**config.mk**
```make
export PLATFORM = sky130hd
export DESIGN_NAME = job_dispatcher
export DESIGN_NICKNAME = d
export VERILOG_FILES = /design/src/rtl/job_dispatcher.sv
export SDC_FILE = /design/constraint.sdc
export NUM_CORES = 1
export LEC_CHECK = 0
export CAP_MARGIN = 5
export CORE_AREA = 5 5 209 211
export DETAILED_ROUTE_END_ITERATION = 7
export DIE_AREA = 0 0 214 216
export PLACE_DENSITY = 0.54
export RECOVER_POWER = 25
export REMOVE_ABC_BUFFERS = 1
export SLEW_MARGIN = 10
export SYNTH_ARGS = -nofsm -noshare
export SYNTH_HDL_FRONTEND = slang
export SYNTH_SLANG_ARGS = --single-unit
```
**constraint.sdc**
```tcl
create_clock -name clk -period 3.33 [get_ports clk]
set_clock_uncertainty 0.2 [all_clocks]
set_input_delay 0.999 -clock clk [delete_from_list [all_inputs] [get_ports clk]]
set_output_delay 0.999 -clock clk [all_outputs]
set_load 0.02 [all_outputs]
```
**src/rtl/job_dispatcher.sv**
```systemverilog
`default_nettype none
// ============================================================================
// Module      : job_dispatcher
// Description : Accepts compressed-block job descriptors and loads them, one
//               per slot, into the decompressor slots of the burst controller.
//               Partial batches are padded with small dummy jobs, then a
//               single start pulse launches the batch and the dispatcher
//               waits for the controller to finish before loading again.
// Revision    : 1.0 - initial release
// ============================================================================
module job_dispatcher #(
  parameter int NUM_DECOMPRESSOR = 2,
  parameter int ID_WIDTH         = 16
) (
  input  logic                        clk,
  input  logic                        rst_n,
  input  logic                        desc_valid,
  output logic                        desc_ready,
  input  logic [63:0]                 desc_src_addr,
  input  logic [63:0]                 desc_des_addr,
  input  logic [34:0]                 desc_comp_len,
  input  logic [31:0]                 desc_decomp_len,
  input  logic                        desc_last,
  input  logic [63:0]                 pad_src_addr,
  input  logic [63:0]                 pad_des_addr,
  output logic [63:0]                 src_addr,
  output logic [63:0]                 des_addr,
  output logic [34:0]                 compression_length,
  output logic [31:0]                 decompression_length,
  output logic [ID_WIDTH-1:0]         job_id_o,
  output logic                        job_valid_o,
  output logic                        start_o,
  input  logic                        io_idle,
  input  logic                        io_done,
  output logic [NUM_DECOMPRESSOR-1:0] slot_real,
  output logic                        batch_done,
  output logic                        busy
);

  localparam int CNT_W = $clog2(NUM_DECOMPRESSOR) + 1;
  localparam logic [CNT_W-1:0] c_num_slots = CNT_W'(NUM_DECOMPRESSOR);
  localparam logic [34:0]      c_pad_comp_len   = 35'd64;
  localparam logic [31:0]      c_pad_decomp_len = 32'd64;

  typedef enum logic [2:0] {
    ST_LOAD  = 3'd0,
    ST_PAD   = 3'd1,
    ST_START = 3'd2,
    ST_RUN   = 3'd3,
    ST_DONE  = 3'd4
  } state_t;

  state_t                      r_state;
  logic [CNT_W-1:0]            r_cnt;
  logic                        r_done_low;   // io_done observed low since start
  logic [CNT_W-1:0]            w_next_cnt;
  logic                        w_last_slot;
  logic                        w_accept;
  logic [NUM_DECOMPRESSOR-1:0] w_slot_bit;

  assign w_next_cnt  = r_cnt + CNT_W'(1);
  assign w_last_slot = (w_next_cnt == c_num_slots);
  assign w_slot_bit  = NUM_DECOMPRESSOR'(1) << r_cnt;
  assign w_accept    = desc_valid & desc_ready;

  // Ready only while loading, controller idle, slots free and no load strobe
  // in flight; held low during reset so nothing is accepted before LOAD.
  assign desc_ready = rst_n && (r_state == ST_LOAD) && io_idle &&
                      (r_cnt < c_num_slots) && !job_valid_o;

  // Batch sequencer: load real jobs, pad the rest, start, wait, complete.
  always_ff @(posedge clk or negedge rst_n) begin
    if (!rst_n) begin
      r_state              <= ST_LOAD;
      r_cnt                <= '0;
      r_done_low           <= 1'b0;
      src_addr             <= '0;
      des_addr             <= '0;
      compression_length   <= '0;
      decompression_length <= '0;
      job_id_o             <= '0;
      job_valid_o          <= 1'b0;
      start_o              <= 1'b0;
      slot_real            <= '0;
      batch_done           <= 1'b0;
      busy                 <= 1'b0;
    end else begin
      job_valid_o <= 1'b0;
      start_o     <= 1'b0;
      batch_done  <= 1'b0;
      case (r_state)
        ST_LOAD: begin
          if (w_accept) begin
            src_addr             <= desc_src_addr;
            des_addr             <= desc_des_addr;
            compression_length   <= desc_comp_len;
            decompression_length <= desc_decomp_len;
            job_id_o             <= ID_WIDTH'(r_cnt);
            job_valid_o          <= 1'b1;
            slot_real            <= slot_real | w_slot_bit;
            r_cnt                <= w_next_cnt;
            if (w_last_slot) begin
              r_state <= ST_START;
            end else if (desc_last) begin
              r_state <= ST_PAD;
            end
          end
        end
        ST_PAD: begin
          // Alternate strobe / gap so pad jobs go out one per two cycles.
          if (!job_valid_o) begin
            src_addr             <= pad_src_addr;
            des_addr             <= pad_des_addr;
            compression_length   <= c_pad_comp_len;
            decompression_length <= c_pad_decomp_len;
            job_id_o             <= ID_WIDTH'(r_cnt);
            job_valid_o          <= 1'b1;
            r_cnt                <= w_next_cnt;
            if (w_last_slot) begin
              r_state <= ST_START;
            end
          end
        end
        ST_START: begin
          start_o    <= 1'b1;
          busy       <= 1'b1;
          r_done_low <= 1'b0;
          r_state    <= ST_RUN;
        end
        ST_RUN: begin
          // A done level left over from the previous batch must drop first.
          if (!io_done) begin
            r_done_low <= 1'b1;
          end
          if (io_done && io_idle && r_done_low) begin
            r_state <= ST_DONE;
          end
        end
        ST_DONE: begin
          batch_done <= 1'b1;
          busy       <= 1'b0;
          r_cnt      <= '0;
          slot_real  <= '0;
          r_state    <= ST_LOAD;
        end
        default: begin
          r_state <= ST_LOAD;
        end
      endcase
    end
  end

endmodule
`default_nettype wire

```
==> reports/results.tsv <==
metric	value	unit
clk_pin_slew	50	ps
grt_pass1_wl	54350	µm
p_int	0.008970	W
p_sw	0.005903	W
syn_avg_cell_area	10.06	µm²
min_delay_path_depth	2	
outcome	completed	
grt-ovfl-total	0	
fp-row-count	75	
required	2130	ps
min_period	3194	ps
seq_power_share	28.3	%
drv_slew	0	
p_sw_share	39.69	%
grt_usage	14.85	%
cts_tree	built	
p_clk_share	19.0	%
synthesis.area	9445	µm²
ios	547	
cts_root_buffer	clkbuf_16	
leakage	7.016	nW
routed_wl	35660	µm
clockBufferDepth	3	
ir_drop	448.0	µV
fmax	313.1	MHz
combPwrFrac	52.7	%
hp-class	flop to flop	
ff2ff_path_depth	6	
die-area	46220	µm²
endpoint_kind	primary output	
yosysSeqAreaShare	55.37	%
relSlewSlack	44.20	%
drtIter0Drc	244	
htree_levels	1	
fin_crit_sh	95.91	%
drc	0	
initial_utilization	22.72	%
gp_congestion	0.7835	
drive_gt1_share	5.270	%
hold_start	des_addr[26]	
die_h	216	µm
cp-start-kind	input pin	
syn_inst	939	
nFillCells	4214	
maxCapViolCount	0	
setup_tns	0	ps
grt_pass1_vias	8676	
ys_ff_latch	209	
power.density	915.3	nW/µm²
cp.arrival	1990	ps
cts_setup_buffers	0	
wl_per_cell	17.66	µm
route.vias.total	8460	
yosysUniqueCellTypes	36	
numCtsBuffers	25	
rsz0062_at_grt	no	
grt_start_max_net_pins	148	
cp_max_fo	2	
hpwl	28130	µm
finalSetupViolCount	0	
grt_antenna_before_repair	3	
syn_to_final_growth	72.04	%
vias_per_cell	4.190	
reg2reg_from	r_state[2]	
worst_pin_slew	837.0	ps
insertion_delay	520	ps
portBuffers	532	
diodes	0	
yosys_warnings	0	
firstDrtPassIters	4	
die_w	214	µm
hold_path_end	des_addr[26]	
path_class	input pin to primary output	
ant_nets	0	
fin_nets	1794	
crit-reg2reg-capture	src_addr[46]	
post-route-util	39.09	%
hold_viol	0	
clock_sinks	209	
reg2reg_slack	840	ps
core	41570	µm²
## cells in the mapped netlist (all sizes together)
master,number,area [µm²]
dfrtp,209,5230
o21ai,200,1001
nand2,136,510.5
mux2i,130,1301
inv,68,255.2
nand3,66,330.3
buf,59,396.6
clkbuf,22,86.34
nor2,17,63.81
a31oi,5,46.29
a21oi,3,15.01
nor2b,3,18.77
a31o,2,17.52
and2,2,12.51
ha,2,25.02
nor3,2,15.01
nor3b,2,20.02
a211oi,1,7.510
a311oi,1,8.760
and4,1,8.760
and4bb,1,16.27
conb,1,3.750
nand3b,1,7.510
nor4b,1,15.01
o21a,1,7.510
o21bai,1,7.510
o221ai,1,8.760
o22a,1,8.760
## routing by layer
layer  vias up  GRT usage (%)  wire (µm)
li1       4185              -          -
met1      3868          17.39      14240
met2       363          25.55      17110
met3        40          6.138       3638
met4         4          3.500        657
met5         -              0         21
## cell type report
| class | instances | area, µm² | area share, % |
|---|---|---|---|
| timing repair buffer | 565 | 5692 | 35.03 |
| inverter | 68 | 255.2 | 1.571 |
| sequential | 209 | 5230 | 32.19 |
| clock inverter | 6 | 108.9 | 0.6699 |
| clock buffer | 38 | 744.5 | 4.582 |
| tap | 539 | 674.4 | 4.150 |
| multi-input combinational | 594 | 3545 | 21.81 |
## critical path, cell delays in order
cell and delay (ps):
clkdlybuf4s50_1 490, and4bb_4 230, and2_1 110, buf_2 160
## how the worst max path moves through the flow
stage / from / to / cells after the start
after floorplan: r_state[0] / des_addr[0] / 3
after global placement: io_idle / desc_ready / 4
after detailed placement: io_idle / desc_ready / 4
after CTS: io_idle / desc_ready / 4
after global routing: io_idle / desc_ready / 4
final: io_idle / desc_ready / 4
## power groups by stage
| stage | Combinational (W) | Sequential (W) | Clock [W] |
|---|---|---|---|
| floorplan | 0.00257 | 0.00555 | 0 |
| global placement | 0.00795 | 0.00421 | 0 |
| detailed placement | 0.00800 | 0.00425 | 0 |
| CTS | 0.00801 | 0.00423 | 0.00295 |
| global route | 0.00848 | 0.00436 | 0.00304 |
| finish | 0.00784 | 0.00421 | 0.00282 |
## timing repair
item | 4_1_cts | 5_1_grt
hold buffers | 0 | 0
setup endpoints to repair | 1 | 1
gates resized for setup | 3 | 1
## registers in the layout, indices dropped and copies added (netlist names), 2 cells and up
| signal | count |
|---|---|
| r_cnt | 2 |
| src_addr | 64 |
| des_addr | 64 |
| decompression_length | 32 |
| compression_length | 35 |
| job_id_o | 2 |
| r_state | 3 |
| slot_real | 2 |
## kinds of logic (layout without fill, tap and decap cells)
kind of cell,count (synthesis),count (layout),share of synthesized area (%)
AND/OR/NAND/NOR,232,232,10.78
AO/OA/AOI/OAI,216,216,11.95
flip-flops,209,209,55.37
buffers and inverters,149,677,7.816
multiplexers,130,130,13.78
adder cells (fa/ha/maj),2,2,0.2649
other,1,14,0.03970
## per-stage QoR
step                hold WS, ps  setup WS, ps  instances  instance area, µm²  power [W]
floorplan                 260.4         -5425        871                9011   0.008121
global placement          263.3        -351.2       1975               15420    0.01216
detailed placement        269.8        -327.5       1975               15420    0.01225
CTS                       282.6         16.36       2019               16270    0.01518
global route              299.6         82.20       2019               16250    0.01588
finish                    274.6         136.4       2019               16250    0.01487
## cell usage in the layout (no fill, tap or decap), types with 2 or more instances in the layout
cell type	synthesis	routed
mux2i_1	130	130
a21oi_1	3	3
nand3_1	66	65
o21ai_0	142	142
ha_1	2	2
inv_1	68	68
nor2b_1	3	3
a31o_2	2	2
dfrtp_1	209	209
clkinv_2	0	2
nand2_1	136	136
clkbuf_1	21	9
buf_12	0	11
clkbuf_8	0	7
bufinv_16	0	3
a31oi_1	4	4
o21ai_1	58	58
clkdlybuf4s50_1	0	530
clkbuf_16	0	25
conb_1	1	14
nor2_1	17	17
buf_4	18	20
Note: power is estimated with default switching activity, not from simulation.
